$ cat src/rtl/ldpc_iter_ctrl.sv
// LDPC iteration controller: accepts one channel frame, loads it into the
// VNU array, runs decode iterations until the syndrome passes or the
// iteration limit is hit, then holds the decoded result until taken.
module ldpc_iter_ctrl #(
    parameter int N        = 64,
    parameter int MAX_ITER = 32,
    parameter int ITER_W   = 6,
    parameter int ITER_CYC = 1
) (
    input  logic              clk,
    input  logic              rst,
    input  logic              flush,
    input  logic              in_valid,
    output logic              in_ready,
    input  logic [N-1:0]      in_sig,
    output logic [N-1:0]      dec_llr,
    output logic              dec_load,
    output logic              dec_run,
    input  logic [N-1:0]      dec_bits,
    input  logic              syn_ok,
    output logic              out_valid,
    input  logic              out_ready,
    output logic [N-1:0]      out_res,
    output logic              out_err,
    output logic [ITER_W-1:0] out_iter
);

    localparam int CYC_W = $clog2(ITER_CYC) + 1;
    localparam logic [CYC_W-1:0]  CYC_LAST = CYC_W'(ITER_CYC - 1);
    localparam logic [ITER_W-1:0] ITER_MAX = ITER_W'(MAX_ITER);

    typedef enum logic [1:0] {
        IDLE,
        LOAD,
        RUN,
        HOLD
    } state_t;

    state_t            state;
    state_t            state_nxt;
    logic [ITER_W-1:0] iter;
    logic [ITER_W-1:0] iter_inc;
    logic [CYC_W-1:0]  cyc;
    logic              accept;
    logic              iter_end;
    logic              capture;

    // State register
    always_ff @(posedge clk or posedge rst) begin
        if (rst) begin
            state <= IDLE;
        end else begin
            state <= state_nxt;
        end
    end

    // Next-state decode; flush overrides every other event in the cycle
    always_comb begin
        state_nxt = state;
        accept    = 1'b0;
        iter_end  = 1'b0;
        capture   = 1'b0;
        iter_inc  = iter + ITER_W'(1);
        case (state)
            IDLE: begin
                if (in_valid && in_ready) begin
                    accept    = 1'b1;
                    state_nxt = LOAD;
                end
            end
            LOAD: begin
                state_nxt = RUN;
            end
            RUN: begin
                if (cyc == CYC_LAST) begin
                    iter_end = 1'b1;
                    if (syn_ok || (iter_inc == ITER_MAX)) begin
                        capture   = 1'b1;
                        state_nxt = HOLD;
                    end
                end
            end
            HOLD: begin
                if (out_ready) begin
                    state_nxt = IDLE;
                end
            end
            default: begin
                state_nxt = IDLE;
            end
        endcase
        if (flush) begin
            state_nxt = IDLE;
            accept    = 1'b0;
            iter_end  = 1'b0;
            capture   = 1'b0;
        end
    end

    // Registered outputs (decoded from next state) plus frame and counters
    always_ff @(posedge clk or posedge rst) begin
        if (rst) begin
            in_ready  <= 1'b0;
            dec_load  <= 1'b0;
            dec_run   <= 1'b0;
            out_valid <= 1'b0;
            dec_llr   <= '0;
            out_res   <= '0;
            out_err   <= 1'b0;
            out_iter  <= '0;
            iter      <= '0;
            cyc       <= '0;
        end else begin
            in_ready  <= (state_nxt == IDLE);
            dec_load  <= (state_nxt == LOAD);
            dec_run   <= (state_nxt == RUN);
            out_valid <= (state_nxt == HOLD);
            if (accept) begin
                dec_llr <= in_sig;
            end
            if (state == LOAD) begin
                iter <= '0;
                cyc  <= '0;
            end else if (state == RUN) begin
                cyc <= (cyc == CYC_LAST) ? '0 : cyc + CYC_W'(1);
            end
            if (iter_end) begin
                iter <= iter_inc;
            end
            // syn_ok wins over the limit: a pass on the last iteration is not an error
            if (capture) begin
                out_res  <= dec_bits;
                out_err  <= ~syn_ok;
                out_iter <= iter_inc;
            end
        end
    end

endmodule
$ cat config.mk
export PLATFORM = sky130hd
export DESIGN_NAME = ldpc_iter_ctrl
export DESIGN_NICKNAME = d
export VERILOG_FILES = /design/src/rtl/ldpc_iter_ctrl.sv
export SDC_FILE = /design/constraint.sdc
export NUM_CORES = 1
export LEC_CHECK = 0
export ABC_AREA = 1
export BUFFER_PORTS_ARGS = -buffer_cell sky130_fd_sc_hd__clkbuf_2
export CORE_MARGIN = 2
export CORE_UTILIZATION = 50
export DETAILED_ROUTE_END_ITERATION = 7
export GPL_TIMING_DRIVEN = 1
export PLACE_DENSITY = 0.9
export SKIP_LAST_GASP = 1
export SLEW_MARGIN = 20
export SYNTH_ARGS = -nofsm -noshare
export SYNTH_HDL_FRONTEND = slang
export SYNTH_SLANG_ARGS = --single-unit
$ cat constraint.sdc
create_clock -name clk -period 7.2 [get_ports clk]
set_clock_uncertainty 0.05 [all_clocks]
set_input_delay 0.72 -clock clk [delete_from_list [all_inputs] [get_ports clk]]
set_output_delay 0.72 -clock clk [all_outputs]
set_load 0.02 [all_outputs]
==> results of run 1 <==
-- kinds of logic (layout without fill, tap and decap cells) --
family          after synthesis  count (layout)  synth area share (%)
compound gates                9               9                0.7760
xor+xnor                      1               1                0.1509
fa+ha+maj                     1               1                0.2155
simple gates                445             445                 30.93
flops                       147             147                 63.38
buf+inv                      51             322                 4.549
-- power by group --
group	switching (mW)	total (mW)	internal [mW]
logic	0.935	1.36	0.425
registers	0.207	1.40	1.19
clock network	0.322	0.774	0.452
-- registers in the layout, summed over array words and instances, names as in the netlist --
register and flops:
dec_llr 64, out_res 64, iter 6, out_iter 6
state 2, dec_load 1, dec_run 1, in_ready 1
out_err 1, out_valid 1
-- layer usage --
metal / vias up / wire length [µm] / global-route usage [%]
met5: - / 0 / 0
met4: 0 / 411 / 10.37
met2: 188 / 7832 / 41.29
met1: 2478 / 6239 / 31.78
met3: 32 / 1108 / 8.329
li1: 2551 / - / -
-- placed cells by master (no fill, tap or decap), drive strengths merged --
cell type	n
dfrtp	147
clkbuf	293
nand3	77
clkinv	9
a21oi	3
nand3b	1
buf	4
o21ai	6
nor2	7
nand2	358
clkinvlp	3
xnor2	1
nand4	2
ha	1
inv	13
-- cell usage after synthesis --
cell	count
sky130_fd_sc_hd__xnor2_1	1
sky130_fd_sc_hd__o21ai_1	2
sky130_fd_sc_hd__nand2_4	2
sky130_fd_sc_hd__nand3_1	76
sky130_fd_sc_hd__dfrtp_1	147
sky130_fd_sc_hd__ha_1	1
sky130_fd_sc_hd__nand2_1	356
sky130_fd_sc_hd__buf_6	7
sky130_fd_sc_hd__nand3b_1	1
sky130_fd_sc_hd__buf_1	6
sky130_fd_sc_hd__o21ai_0	4
sky130_fd_sc_hd__a21oi_1	3
sky130_fd_sc_hd__nand3_2	1
sky130_fd_sc_hd__inv_1	13
sky130_fd_sc_hd__nor2_1	7
sky130_fd_sc_hd__clkbuf_1	10
sky130_fd_sc_hd__inv_2	1
sky130_fd_sc_hd__nand4_1	2
sky130_fd_sc_hd__buf_2	13
sky130_fd_sc_hd__buf_4	1
-- path summary, 6_finish.rpt --
path	endpoint	slack, ps	cells past startpoint
worst min-delay path	dec_llr[60]	350	2
worst min register to register	out_res[17]	420	2
worst max-delay path	out_res[14]	4350	10
max in group asynchronous	out_res[11]	5360	3
worst max register to register	out_res[14]	4350	10
min in group clk	out_res[17]	420	2
-- worst register-to-register path, delay by kind of cell (launching register included) --
| family | cells | cell delay (ps) |
|---|---|---|
| adders and majority gates | 1 | 260 |
| DFF | 1 | 410 |
| and+or+nand+nor | 9 | 2010 |
-- layout make-up --
cell class / instances / share of cell area, %
clock buffers: 21 / 5.983
clock inverters: 11 / 0.8129
inverters: 14 / 0.7478
multi-input cells: 456 / 24.26
flip-flops and latches: 147 / 47.80
well taps: 143 / 2.325
repair buffers: 276 / 18.08
-- stage by stage --
stage / cell area (µm²) / power (mW) / worst slack, ps / utilization (%) / hold slack, ps
2_1_floorplan: 5804 / 2.229 / 2479 / - / 475.9
3_3_place_gp: 7173 / 2.714 / 4515 / 63.09 / 403.5
3_5_place_dp: 7173 / 2.764 / 4413 / 63.09 / 407.2
4_1_cts: 7696 / 3.553 / 4396 / 67.69 / 373.6
5_1_grt: 7696 / 3.742 / 4087 / 67.69 / 393.8
6_report: 7696 / 3.531 / 4352 / 67.69 / 351.7
==> impl_metrics.csv, run 1 <==
group,metric,value,unit
clocking,cts.htree.levels,4,
critical_path,critPathSlowestCell,"sky130_fd_sc_hd__nand2_4",
global_route,gr-total-overflow,0,
clocking,clock-sinks,147,
place,port-buffer-count,272,
clocking,clock_insertion_delay_worst_skew,410,ps
detailed_routing,routed_wl,15.59,mm
critical_path,peak_fanout_along_the_critical_path,72,
power_and_ir_drop,static_leakage,4.593,nW
critical_path,cpPeakStageDelay,620,ps
synth,synth_top_area_share,63.38,%
layout,final_layout_size_suffix_gt1_share,33.73,%
clocking,cts_stage_hold_buffer_count,0,
detailed_routing,avgViaCountPerCell,4.915,
clocking,clk_pin_slew_worst_paths,60,ps
critical_path,cp_cell_sequence,"ha_1 -> nand3_1 -> nand2_1 -> nand3_1 -> nor2_1 -> nand2_1 -> nand2_4 -> nand2_4 -> nand2_1 -> nand2_1",
detailed_routing,drt_drc_violations_left,0,
layout,fillers,904,
clocking,postCtsSetupBuffers,0,
layout,ff_latch_area,3679,µm²
critical_path,arrival,3090,ps
critical_path,timing.critical_path.from,"iter[0]",
status,outcome,"finished, final reports clean",
synth,cell_types_occupying_the_most_area_after_synthesis,"sky130_fd_sc_hd__dfrtp_1 (63%), sky130_fd_sc_hd__nand2_1 (23%), sky130_fd_sc_hd__nand3_1 (6.6%)",
clocking,cts_tree,"yes",
sta,setup_total_negative_slack,0,ps
floorplanning,standard_cell_core_area,11370,µm²
layout,finalNonFillerCells,1068,
synth,netlist-cell-type-count,20,
synth,yosys.area.top_type,"sky130_fd_sc_hd__dfrtp_1",
floorplanning,die_area,12490,µm²
global_route,grt_antenna_before_repair,0,
critical_path,setup.worst_path.end_class,"register",
sta,final.min_clock_period,2848,ps
synth,synth-seq-area-share,63.38,%
layout,flow.area_growth_from_synthesis,32.59,%
sta,hold_viol,0,
sta,max_freq,351.1,MHz
layout,finish.net_count,1047,
floorplanning,placementRows,39,
sta,drv_slew,0,
synth,postSynthAreaPerCell,8.875,µm²
critical_path,critical-path-top-cell-by-count,"sky130_fd_sc_hd__nand2_1",
detailed_routing,drt.antenna.violating_nets,0,
floorplanning,initial_utilization,51.05,%
detailed_routing,drtIter0Drc,545,
place,gpl.final_weighted_congestion,0.8371,
synth,synth_nets,789,
critical_path,critPathLaunchType,"register",
floorplanning,chip_width,111.7,µm
global_route,grt_max_degree,77,
global_route,wire_length_of_the_first_global_routing_pass,25.12,mm
clocking,numCtsBuffers,17,
power_and_ir_drop,power_density,458.8,nW/µm²
floorplanning,die_h,111.7,µm
power_and_ir_drop,ir_drop,0.0003021,V
place,dpl.hpwl,10.62,mm
sta,finalCritPeriodShare,39.56,%
layout,multi_input_combinational_cell_area,1867,µm²
clocking,resized_gates_after_cts,0,
synth,synthesis.area,5804,µm²
sta,timing_worst_slew_pin_value,902.3,ps
synth,syn-instance-count,654,
job,timing.max_cap.violations,0,
synth,synth_seq_cells,147,
layout,n_antenna_cell,0,
detailed_routing,detail_route.wl_per_cell,14.60,µm
critical_path,worst-endpoint-required,7440,ps
global_route,overall_fraction_of_global_route_tracks_in_use,25.48,%
floorplanning,top_level_port_count,273,
global_route,grt_pass1_vias,5037,
critical_path,number_of_buffer_and_inverter_stages_on_the_critical_path,0,
sta,timing.max_slew.rel_slack,39.85,%
detailed_routing,total_number_of_vias,5249,
clocking,clockRootBuffer,"sky130_fd_sc_hd__clkbuf_16",
min_path,worstHoldPathType,"in2async",
critical_path,criticalPathCategory,"reg2reg",
sta,setup_viol_count_final,0,
critical_path,r2r_start,"iter[0]",
synth,synth_warnings,0,
detailed_routing,number_of_search_and_repair_iterations_in_the_first_detailed_routing_pass,5,
place,placedCellCount,1036,
critical_path,worst_path_dominant_cell_family,"simple AND/OR/NAND/NOR gates",
clocking,clock_tree.buffer_depth,2,
sta,grt_setup_unrepaired,"no",
No activity file was read; power rests on OpenSTA's default activity.
==> run 2, diff against run 1 <==
--- a/config.mk
+++ b/config.mk
@@ -8,10 +8,10 @@
 export ABC_AREA = 1
 export BUFFER_PORTS_ARGS = -buffer_cell sky130_fd_sc_hd__clkbuf_2
 export CORE_MARGIN = 2
-export CORE_UTILIZATION = 50
+export CORE_UTILIZATION = 46
 export DETAILED_ROUTE_END_ITERATION = 7
 export GPL_TIMING_DRIVEN = 1
-export PLACE_DENSITY = 0.9
+export PLACE_DENSITY = 0.84
 export SKIP_LAST_GASP = 1
 export SLEW_MARGIN = 20
 export SYNTH_ARGS = -nofsm -noshare
==> constraint.sdc (replaced) <==
create_clock -name clk -period 2.88 [get_ports clk]
set_clock_uncertainty 0.05 [all_clocks]
set_input_delay 0.288 -clock clk [delete_from_list [all_inputs] [get_ports clk]]
set_output_delay 0.288 -clock clk [all_outputs]
set_load 0.02 [all_outputs]
==> run 2 against run 1 <==
Against the previous run: final cell count grew 3.2%; largest cell class unchanged; fmax grew 27%; combinational power grew 150%; non-clock buffer count grew 5; design area grew 2.3%.
==> impl_metrics.csv, run 2 (synthesized netlist as in run 1, its figures left out) <==
group,metric,value,unit
status,outcome,"finished, final reports clean",
layout,fillers,1095,
layout,top_library_cells_by_usage_in_the_layout_fill_and_taps_aside,"sky130_fd_sc_hd__nand2_1 (356), sky130_fd_sc_hd__clkbuf_2 (272), sky130_fd_sc_hd__dfrtp_1 (147)",
detailed_routing,detail_route.wl_per_cell,13.92,µm
detailed_routing,drtIter0Drc,481,
sta,setup_viol_count_final,0,
sta,finalCritPeriodShare,78.03,%
power_and_ir_drop,power_density,1149,nW/µm²
job,timing.max_cap.violations,0,
global_route,grt_max_degree,74,
clocking,numCtsBuffers,17,
clocking,clock_insertion_delay_worst_skew,410,ps
critical_path,number_of_buffer_and_inverter_stages_on_the_critical_path,1,
detailed_routing,avgViaCountPerCell,4.788,
layout,reg.largest.list,"dec_llr (64), out_res (64)",
critical_path,cp_cell_sequence,"ha_1 -> nand3_1 -> nand2_1 -> nand3_1 -> nor2_1 -> nand2_1 -> nand2_4 -> buf_4 -> nand3_1 -> nand2_1",
clocking,clock_tree.buffer_depth,2,
detailed_routing,routed_wl,15.34,mm
sta,setup_total_negative_slack,0,ps
place,port-buffer-count,272,
critical_path,worst_path_dominant_cell_family,"simple AND/OR/NAND/NOR gates",
critical_path,critPathSlowestCell,"sky130_fd_sc_hd__buf_4",
sta,final.min_clock_period,2247,ps
detailed_routing,number_of_search_and_repair_iterations_in_the_first_detailed_routing_pass,5,
clocking,resized_gates_after_cts,0,
power_and_ir_drop,finalPower,9.044,mW
global_route,wire_length_of_the_first_global_routing_pass,23.56,mm
floorplanning,standard_cell_core_area,12470,µm²
sta,grt_setup_unrepaired,"no",
global_route,grt_pass1_vias,4809,
layout,ff_latch_area,3679,µm²
power_and_ir_drop,static_leakage,4.653,nW
floorplanning,initial_utilization,46.56,%
clocking,clockRootBuffer,"sky130_fd_sc_hd__clkbuf_16",
sta,drv_slew,0,
layout,post-route-cell-area,7870,µm²
floorplanning,die_area,13530,µm²
critical_path,criticalPathCategory,"reg2reg",
sta,timing.max_slew.rel_slack,48.64,%
sta,timing_worst_slew_pin_value,765.7,ps
layout,layout.cells.most_common,"sky130_fd_sc_hd__nand2_1",
min_path,worstHoldPathType,"in2reg",
layout,finish.net_count,1052,
layout,multi_input_combinational_cell_area,1867,µm²
detailed_routing,drt.antenna.violating_nets,0,
sta,max_freq,445.0,MHz
layout,n_antenna_cell,0,
detailed_routing,drt_drc_violations_left,0,
floorplanning,top_level_port_count,273,
global_route,overall_fraction_of_global_route_tracks_in_use,22.34,%
critical_path,arrival,2540,ps
clocking,clock-sinks,147,
floorplanning,die_h,116.3,µm
floorplanning,placementRows,41,
place,dpl.hpwl,10.56,mm
place,placed_cell_area,7256,µm²
sta,hold_viol,0,
clocking,clk_pin_slew_worst_paths,60,ps
clocking,postCtsSetupBuffers,0,
critical_path,peak_fanout_along_the_critical_path,71,
layout,flow.area_growth_from_synthesis,35.59,%
global_route,gr-total-overflow,0,
place,gpl.final_weighted_congestion,0.8557,
global_route,grt_antenna_before_repair,0,
critical_path,cpPeakStageDelay,550,ps
critical_path,setup.worst_path.end_class,"register",
detailed_routing,total_number_of_vias,5276,
critical_path,critPathLaunchType,"register",
power_and_ir_drop,ir_drop,0.0007738,V
layout,final_layout_size_suffix_gt1_share,33.98,%
critical_path,worst-endpoint-required,3180,ps
floorplanning,chip_width,116.3,µm
clocking,cts.htree.levels,4,
clocking,cts_tree,"yes",
[run 2: cell count changes in the layout (fill, tap and decap cells not counted)]
cell,delta
sky130_fd_sc_hd__clkbuf_1,-1
sky130_fd_sc_hd__clkbuf_8,+5
sky130_fd_sc_hd__buf_4,+1
sky130_fd_sc_hd__clkinv_2,-5
sky130_fd_sc_hd__bufinv_16,+1
sky130_fd_sc_hd__buf_12,+2
sky130_fd_sc_hd__dlygate4sd3_1,+2
[run 2: layout make-up]
cell class,count,area share (%)
timing repair buffer,281,18.54
multi-input combinational,456,23.72
inverter,14,0.7154
tap,172,2.734
clock buffer,25,6.677
sequential,147,46.74
clock inverter,7,0.8744
[run 2: report_power, final]
| group | total, mW | switching [mW] | internal, mW | leakage, nW |
|---|---|---|---|---|
| Combinational | 3.39 | 2.32 | 1.08 | 2.50 |
| Sequential | 3.47 | 0.503 | 2.97 | 1.86 |
| Clock | 2.18 | 0.828 | 1.35 | 0.292 |
[run 2: routing by layer]
metal  vias to the layer above  part of all wire [%]  global-route usage [%]
met2                       188                    50                   36.36
li1                       2557                     -                       -
met4                         0                   1.9                   7.460
met1                      2505                    42                   29.38
met3                        26                   5.4                   5.812
met5                         -                     0                       0
[run 2: worst paths after layout]
kind	from	slack [ps]	cells after the start	to
setup / recovery	iter[0]	630	10	out_res[49]
min in group asynchronous	rst	470	3	dec_llr[20]
max in group asynchronous	rst	1530	4	out_res[19]
hold / removal	in_sig[17]	20	3	dec_llr[17]
setup reg to reg	iter[0]	630	10	out_res[49]
hold reg to reg	out_res[3]	420	2	out_res[3]
[run 2: what timing repair did]
action	4_1_cts	5_1_grt
setup endpoints to repair	0	0
hold buffers	2	0
hold endpoints to repair	27	0
[run 2: per-stage QoR]
stage	hold WS (ps)	util, %	worst slack (ps)	cells
floorplan	347.6	-	695.0	654
detailed placement	378.7	58.21	702.3	1068
global placement	378.9	58.21	785.9	1068
finish	19.21	63.13	632.7	1102
global route	17.26	63.13	329.2	1102
CTS	0.1408	63.13	652.3	1102
[run 2: worst reg2reg max path, cell delays in order, from the launching register on]
cell	delay, ps
sky130_fd_sc_hd__dfrtp_1	420
sky130_fd_sc_hd__ha_1	290
sky130_fd_sc_hd__nand3_1	90
sky130_fd_sc_hd__nand2_1	90
sky130_fd_sc_hd__nand3_1	70
sky130_fd_sc_hd__nor2_1	80
sky130_fd_sc_hd__nand2_1	100
sky130_fd_sc_hd__nand2_4	90
sky130_fd_sc_hd__buf_4	550
sky130_fd_sc_hd__nand3_1	240
sky130_fd_sc_hd__nand2_1	110
